$ cat src/rtl/multicycle_control.sv
// Multi-cycle control unit: sequences fetch/decode/execute/memory/writeback and
// drives datapath strobes, with memory and mul/div wait handshakes, a wait timeout and a sticky trap.
module multicycle_control #(
    parameter bit MULDIV_EN   = 1'b1,
    parameter int TIMEOUT_W   = 8,
    parameter int TIMEOUT_MAX = 255
) (
    input  logic       clk,
    input  logic       rst,
    input  logic [5:0] opcode,
    input  logic [5:0] funct,
    input  logic       zero,
    input  logic       mem_ready,
    input  logic       md_done,
    output logic       mem_read,
    output logic       mem_write,
    output logic       iord,
    output logic       ir_write,
    output logic       pc_write,
    output logic [1:0] pc_src,
    output logic       reg_write,
    output logic       reg_dst,
    output logic       mem_to_reg,
    output logic       alu_src_a,
    output logic [1:0] alu_src_b,
    output logic [1:0] alu_op,
    output logic       md_start,
    output logic       illegal,
    output logic       timeout,
    output logic [3:0] state
);
    typedef enum logic [3:0] {
        FETCH     = 4'd0,
        DECODE    = 4'd1,
        EXEC_R    = 4'd2,
        MD_WAIT   = 4'd3,
        WB_R      = 4'd4,
        EXEC_ADDR = 4'd5,
        MEM_RD    = 4'd6,
        WB_MEM    = 4'd7,
        MEM_WR    = 4'd8,
        EXEC_I    = 4'd9,
        WB_I      = 4'd10,
        BRANCH    = 4'd11,
        JUMP      = 4'd12,
        TRAP      = 4'd13
    } state_t;

    localparam logic [5:0]  OP_RTYPE = 6'b000000;
    localparam logic [5:0]  OP_LW    = 6'b100011;
    localparam logic [5:0]  OP_SW    = 6'b101011;
    localparam logic [5:0]  OP_ADDI  = 6'b001000;
    localparam logic [5:0]  OP_BEQ   = 6'b000100;
    localparam logic [5:0]  OP_J     = 6'b000010;
    localparam logic [5:0]  FN_MUL   = 6'b011000;
    localparam logic [5:0]  FN_DIV   = 6'b011010;
    localparam logic [31:0] CNT_MAX  = TIMEOUT_MAX;

    state_t               state_reg, state_next;
    logic [TIMEOUT_W-1:0] wait_cnt_reg, wait_cnt_next;
    logic                 illegal_reg, illegal_next;
    logic                 timeout_reg, timeout_next;
    logic                 waiting, ready, expired, is_muldiv;

    assign is_muldiv = (funct == FN_MUL) || (funct == FN_DIV);
    assign state     = state_reg;
    assign illegal   = illegal_reg;
    assign timeout   = timeout_reg;

    // The handshake states share one counter; "ready" is whichever signal ends that wait.
    always_comb begin
        waiting = 1'b0;
        ready   = 1'b0;
        case (state_reg)
            FETCH, MEM_RD, MEM_WR: begin
                waiting = 1'b1;
                ready   = mem_ready;
            end
            MD_WAIT: begin
                waiting = 1'b1;
                ready   = md_done;
            end
            default: ;
        endcase
        expired = (TIMEOUT_MAX != 0) && waiting && !ready && (32'(wait_cnt_reg) == CNT_MAX);
    end

    always_comb begin
        state_next   = state_reg;
        illegal_next = illegal_reg;
        timeout_next = timeout_reg;
        mem_read     = 1'b0;
        mem_write    = 1'b0;
        iord         = 1'b0;
        ir_write     = 1'b0;
        pc_write     = 1'b0;
        pc_src       = 2'b00;
        reg_write    = 1'b0;
        reg_dst      = 1'b0;
        mem_to_reg   = 1'b0;
        alu_src_a    = 1'b0;
        alu_src_b    = 2'b00;
        alu_op       = 2'b00;
        md_start     = 1'b0;
        case (state_reg)
            FETCH: begin
                mem_read  = 1'b1;
                alu_src_b = 2'b01;
                if (mem_ready) begin
                    ir_write   = 1'b1;
                    pc_write   = 1'b1;
                    state_next = DECODE;
                end
            end
            DECODE: begin
                alu_src_b = 2'b11;
                case (opcode)
                    OP_RTYPE:     state_next = EXEC_R;
                    OP_LW, OP_SW: state_next = EXEC_ADDR;
                    OP_ADDI:      state_next = EXEC_I;
                    OP_BEQ:       state_next = BRANCH;
                    OP_J:         state_next = JUMP;
                    default: begin
                        state_next   = TRAP;
                        illegal_next = 1'b1;
                    end
                endcase
            end
            EXEC_R: begin
                alu_src_a = 1'b1;
                alu_op    = 2'b10;
                if (!is_muldiv) begin
                    state_next = WB_R;
                end else if (MULDIV_EN) begin
                    md_start   = 1'b1;
                    state_next = MD_WAIT;
                end else begin
                    state_next   = TRAP;
                    illegal_next = 1'b1;
                end
            end
            MD_WAIT: begin
                if (md_done) state_next = WB_R;
            end
            WB_R: begin
                reg_write  = 1'b1;
                reg_dst    = 1'b1;
                state_next = FETCH;
            end
            EXEC_ADDR: begin
                alu_src_a  = 1'b1;
                alu_src_b  = 2'b10;
                state_next = (opcode == OP_SW) ? MEM_WR : MEM_RD;
            end
            MEM_RD: begin
                mem_read = 1'b1;
                iord     = 1'b1;
                if (mem_ready) state_next = WB_MEM;
            end
            WB_MEM: begin
                reg_write  = 1'b1;
                mem_to_reg = 1'b1;
                state_next = FETCH;
            end
            MEM_WR: begin
                mem_write = 1'b1;
                iord      = 1'b1;
                if (mem_ready) state_next = FETCH;
            end
            EXEC_I: begin
                alu_src_a  = 1'b1;
                alu_src_b  = 2'b10;
                state_next = WB_I;
            end
            WB_I: begin
                reg_write  = 1'b1;
                state_next = FETCH;
            end
            BRANCH: begin
                alu_src_a  = 1'b1;
                alu_op     = 2'b01;
                pc_src     = 2'b01;
                pc_write   = zero;
                state_next = FETCH;
            end
            JUMP: begin
                pc_src     = 2'b10;
                pc_write   = 1'b1;
                state_next = FETCH;
            end
            TRAP: ;
            default: state_next = FETCH;
        endcase
        if (expired) begin
            state_next   = TRAP;
            timeout_next = 1'b1;
        end
        // Reset silences the datapath immediately, even mid-instruction.
        if (rst) begin
            mem_read   = 1'b0;
            mem_write  = 1'b0;
            iord       = 1'b0;
            ir_write   = 1'b0;
            pc_write   = 1'b0;
            pc_src     = 2'b00;
            reg_write  = 1'b0;
            reg_dst    = 1'b0;
            mem_to_reg = 1'b0;
            alu_src_a  = 1'b0;
            alu_src_b  = 2'b00;
            alu_op     = 2'b00;
            md_start   = 1'b0;
        end
    end

    // Any state change restarts the count, so each wait state starts from zero.
    always_comb begin
        wait_cnt_next = wait_cnt_reg;
        if (state_next != state_reg)
            wait_cnt_next = '0;
        else if (waiting && !ready && (wait_cnt_reg != {TIMEOUT_W{1'b1}}))
            wait_cnt_next = wait_cnt_reg + 1'b1;
    end

    always_ff @(posedge clk) begin
        if (rst) begin
            state_reg    <= FETCH;
            wait_cnt_reg <= '0;
            illegal_reg  <= 1'b0;
            timeout_reg  <= 1'b0;
        end else begin
            state_reg    <= state_next;
            wait_cnt_reg <= wait_cnt_next;
            illegal_reg  <= illegal_next;
            timeout_reg  <= timeout_next;
        end
    end
endmodule
$ cat config.mk
export PLATFORM = sky130hd
export DESIGN_NAME = multicycle_control
export DESIGN_NICKNAME = d
export VERILOG_FILES = /design/src/rtl/multicycle_control.sv
export SDC_FILE = /design/constraint.sdc
export NUM_CORES = 1
export LEC_CHECK = 0
export CORE_MARGIN = 1
export CORE_UTILIZATION = 35
export CTS_BUF_LIST = sky130_fd_sc_hd__clkbuf_16
export DETAILED_ROUTE_END_ITERATION = 6
export PLACE_DENSITY_LB_ADDON = 0.25
export SLEW_MARGIN = 10
export SYNTH_ARGS = -nofsm -noshare
export SYNTH_HDL_FRONTEND = slang
export SYNTH_SLANG_ARGS = --single-unit
$ cat constraint.sdc
create_clock -name clk -period 2.3 [get_ports clk]
set_input_delay 0.46 -clock clk [delete_from_list [all_inputs] [get_ports clk]]
set_output_delay 0.46 -clock clk [all_outputs]
set_load 0.01 [all_outputs]
==> key figures <==
Status
  – Status: complete, no violations

Floorplanning
  – Die Y-Extent: roughly 61 um
  – Boundary Pins: 39
  – Die footprint: about 3700 um2
  – Die X: 60.6 um
  – Initial Utilization: between 30% and 40%
  – Core ar.: about 3200 um2
  – # rows: 20

Job
  – Number of max-cap violations: 0

Min path
  – Hold path start: timeout$_SDFFE_PP0P_
  – Hold EP: timeout$_SDFFE_PP0P_
  – Worst hold stages: 2
  – HP Class: register to register

Yosys
  – Area leader, netlist: dfxtp_1
  – Syn Area/Cell: 7.46 um2
  – Mapped cell area: ~1200 um2
  – Seq/Total Area, Yosys: between 20% and 30%
  – Post-synth top area share: between 20% and 30%
  – Mux cell area share after synthesis: about 2.5%
  – Mapped Nets: about 180
  – Simple-gate area share of the yosys netlist: between 30% and 40%
  – Compound-Gate Fraction of Synth Area: 25.8%
  – Adder-cell area share of the yosys netlist: between 1 and 1.5%
  – Synth Instances: roughly 160
  – Synth Warn #: 0
  – #FFs+latches synth: 14
  – Post-Synth XOR/XNOR Area: between 4 and 5%
  – Top cells by area, synth: dfxtp_1 (23%), nor2_1 (7.8%), a21oi_1 (6.3%)
  – Largest family of logic cells by synthesized area: simple AND/OR/NAND/NOR gates
  – Distinct cell type count after synthesis: 51

Route
  – Avg Vias per Cell: roughly 5.4
  – Post-Route WL: 3760 um
  – Initial DRC Count: 50
  – WL/cell: 13.8 um
  – DR vias: 1475
  – Number of remaining DRC errors: 0
  – DR pass1 iterations: 4
  – ANT nets after route: 0

Critical path
  – Startpoint class of the critical path: input port
  – Slowest stage delay, CP: between 0.4 and 0.5 ns
  – CP max FO: 4
  – Crit path buffers/inverters: 3
  – Register-to-register setup slack: 0.18 ns
  – Delay-heaviest family, CP: compound AO/OA/AOI/OAI gates
  – Worst path slowest cell: clkdlybuf4s50_1
  – Critical path class: input port to register
  – Crit path DAT: 2.34 ns
  – CP cell instances: clkdlybuf4s50_1, or3_1, a21oi_2, a22oi_2, buf_4, o2111a_1, o311ai_4, buf_6, a211oi_2
  – R2r startpoint: state[2]$_SDFF_PP0_
  – Worst Path Required: ~2.4 ns
  – CP endpoint kind: register
  – Worst r2r dst: wait_cnt_reg[6]$_SDFFE_PP0P_
  – Worst Reg2Reg Path Length in Cells: 7

Layout
  – ANT cells: 0
  – Multi-input combinational cell area: roughly 990 um2
  – Total of fill cells in the finished design: 275
  – Reg area: approximately 280 um2
  – Area Growth Syn to Fin: 71.5%
  – Max FFs per register: 8
  – Fin area: just over 2000 um2
  – Final core utilization: about two thirds
  – Final non-filler cell total: about 270
  – Layout cells sized above 1: 27.9%
  – Layout Nets: between 200 and 250

Placed design
  – Area post-placement: between 1500 and 2000 um2
  – Routability cong.: around 0.85
  – Dpl cells: 263
  – Buffers on Ports: 37
  – DPL Wire Length: approximately 2700 um

Power and ir drop
  – Reg power frac: between 20% and 30%
  – Switching share of power: a little over a third
  – Clock network fraction of total power: 26.7%
  – P_int: ~810 uW
  – Worst vdd ir: roughly 0.00043 V
  – Comb pwr share: between 50% and 60%
  – Static Leak: slightly below 0.0009 uW
  – Pwr dens: 607 nW/um2
  – Sw Pwr: between 400 and 500 uW

Timing
  – Max Freq: roughly 450 MHz
  – Final worst path period share: 96.8%
  – Max Slew Vio Count: 0
  – Setup-failing EPs final: 0
  – Tightest Pin Transition: 0.467 ns
  – Clock Skews: about 0.00094 ns
  – Final-report hold violation count: 0
  – Relative slew slack: 68.7%
  – RSZ-0062 raised after global routing: false
  – Fin Hold WS: 0.478 ns
  – Shortest period the worst path allows: about 2.2 ns

Clock tree
  – Hold bufs inserted after CTS: 0
  – CTS Buffer Depth: 2
  – CTS Buf Count: 3
  – Root Buffer: clkbuf_16
  – Reg clk slew, reported paths: roughly 0.05 ns
  – Later-pin clock latency in the skew report: about 0.24 ns
  – TritonCTS sink count: 14
  – H-tree levels: 1
  – CTS tree: built

Global route
  – Vias in the first global route: 1351
  – Total grt overflow: 0
  – Antenna violations before repair: 0
  – Largest net degree at the start of global routing: 20
  – First-pass GRT wire length: roughly 5700 um
  – Global Route Usage Sum: between 20% and 30%
[power groups by stage]
stage / clock network [uW] / registers, uW / logic, uW
after floorplan: 0 / 296 / 293
after global placement: 0 / 292 / 530
after detailed placement: 0 / 292 / 539
after CTS: 334 / 289 / 562
after global routing: 350 / 295 / 669
final: 333 / 291 / 626
[layer usage]
metal | global-route usage [%] | part of all wire (%)
met3 | 4.90 | 3.0
met2 | 36.9 | 54
met5 | 0 | 0
met1 | 24.8 | 43
met4 | 3.57 | 0.21
[what timing repair did]
action                                 4_1_cts  5_1_grt
gates resized for setup                     25       25
setup endpoints to repair                   22       11
endpoints found under the hold margin        0        0
buffers inserted                             2        5
pin swaps                                    1       12
[metrics by stage]
stage	TNS (ns)	total power, uW	setup WS [ns]
after global routing	0	1310	0.00135
after detailed placement	-4.17	830	-0.283
after global placement	-3.33	822	-0.236
after CTS	0	1180	0.0130
after floorplan	0	589	0.236
final	0	1250	0.0742
[cells in the final DEF (no fill, tap or decap), types with 4 or more instances in the layout]
| cell type | n |
|---|---|
| xor2_1 | 5 |
| o21ai_0 | 5 |
| a21oi_1 | 14 |
| dlymetal6s2s_1 | 6 |
| buf_4 | 33 |
| dfxtp_1 | 12 |
| nor3_1 | 7 |
| dlygate4sd2_1 | 15 |
| nor2_1 | 23 |
| nor3_2 | 4 |
| or3_1 | 4 |
| nand2b_1 | 6 |
| clkdlybuf4s50_1 | 15 |
| nand3_1 | 4 |
| nand2_1 | 11 |
[cell families (layout without fill, tap and decap cells)]
family | after synthesis | in the layout
AND/OR/NAND/NOR | 84 | 84
AO/OA/AOI/OAI | 42 | 42
flip-flops | 14 | 14
buffers and inverters | 11 | 79
XOR/XNOR | 6 | 6
multiplexers | 3 | 3
adder cells (fa/ha/maj) | 1 | 1
[cell usage after synthesis (all sizes together)]
master,number
or3b,1
o211ai,1
clkbuf,4
o31ai,1
o311ai,1
a31oi,3
nand2,11
nor4bb,1
or3,5
nand3,4
nor2,25
a21boi,1
nor3,11
nor4b,2
nor2b,2
nand4b,1
a21o,1
and4,2
or2,1
xor2,5
a211o,2
o2111a,1
a41oi,1
o21ai,7
mux2i,3
and3b,1
o21bai,1
a21oi,15
inv,2
a211oi,2
o22a,1
nor3b,2
o32a,1
nor4,4
a22oi,1
a2111oi,1
xnor2,1
dfxtp,14
buf,5
o221a,1
and3,1
ha,1
nand2b,8
nand4,2
[worst max-delay path by stage]
stage	from	end	slack [ns]	cells after the start
after global placement	rst	pc_write	-0.24	5
final	opcode[3]	wait_cnt_reg[6]$_SDFFE_PP0P_	0.07	9
after global routing	funct[0]	wait_cnt_reg[6]$_SDFFE_PP0P_	0.001	9
after floorplan	state[2]$_SDFF_PP0_	wait_cnt_reg[2]$_SDFFE_PP0P_	0.24	7
after CTS	opcode[5]	wait_cnt_reg[6]$_SDFFE_PP0P_	0.01	9
after detailed placement	funct[0]	wait_cnt_reg[5]$_SDFFE_PP0P_	-0.28	9
[worst min-delay path, stage by stage, from the launching register on]
cell     delay (ns)
dfxtp_1        0.32
a21oi_1        0.04
nor2_1         0.07
[layout make-up]
cell class | count | area share [%]
clock buffer | 3 | 3.65
clock inverter | 1 | 0.182
tap | 44 | 2.67
timing repair buffer | 73 | 31.5
inverter | 2 | 0.365
sequential | 14 | 13.7
multi-input combinational | 136 | 47.9
Power figures use the tool's default switching activity.
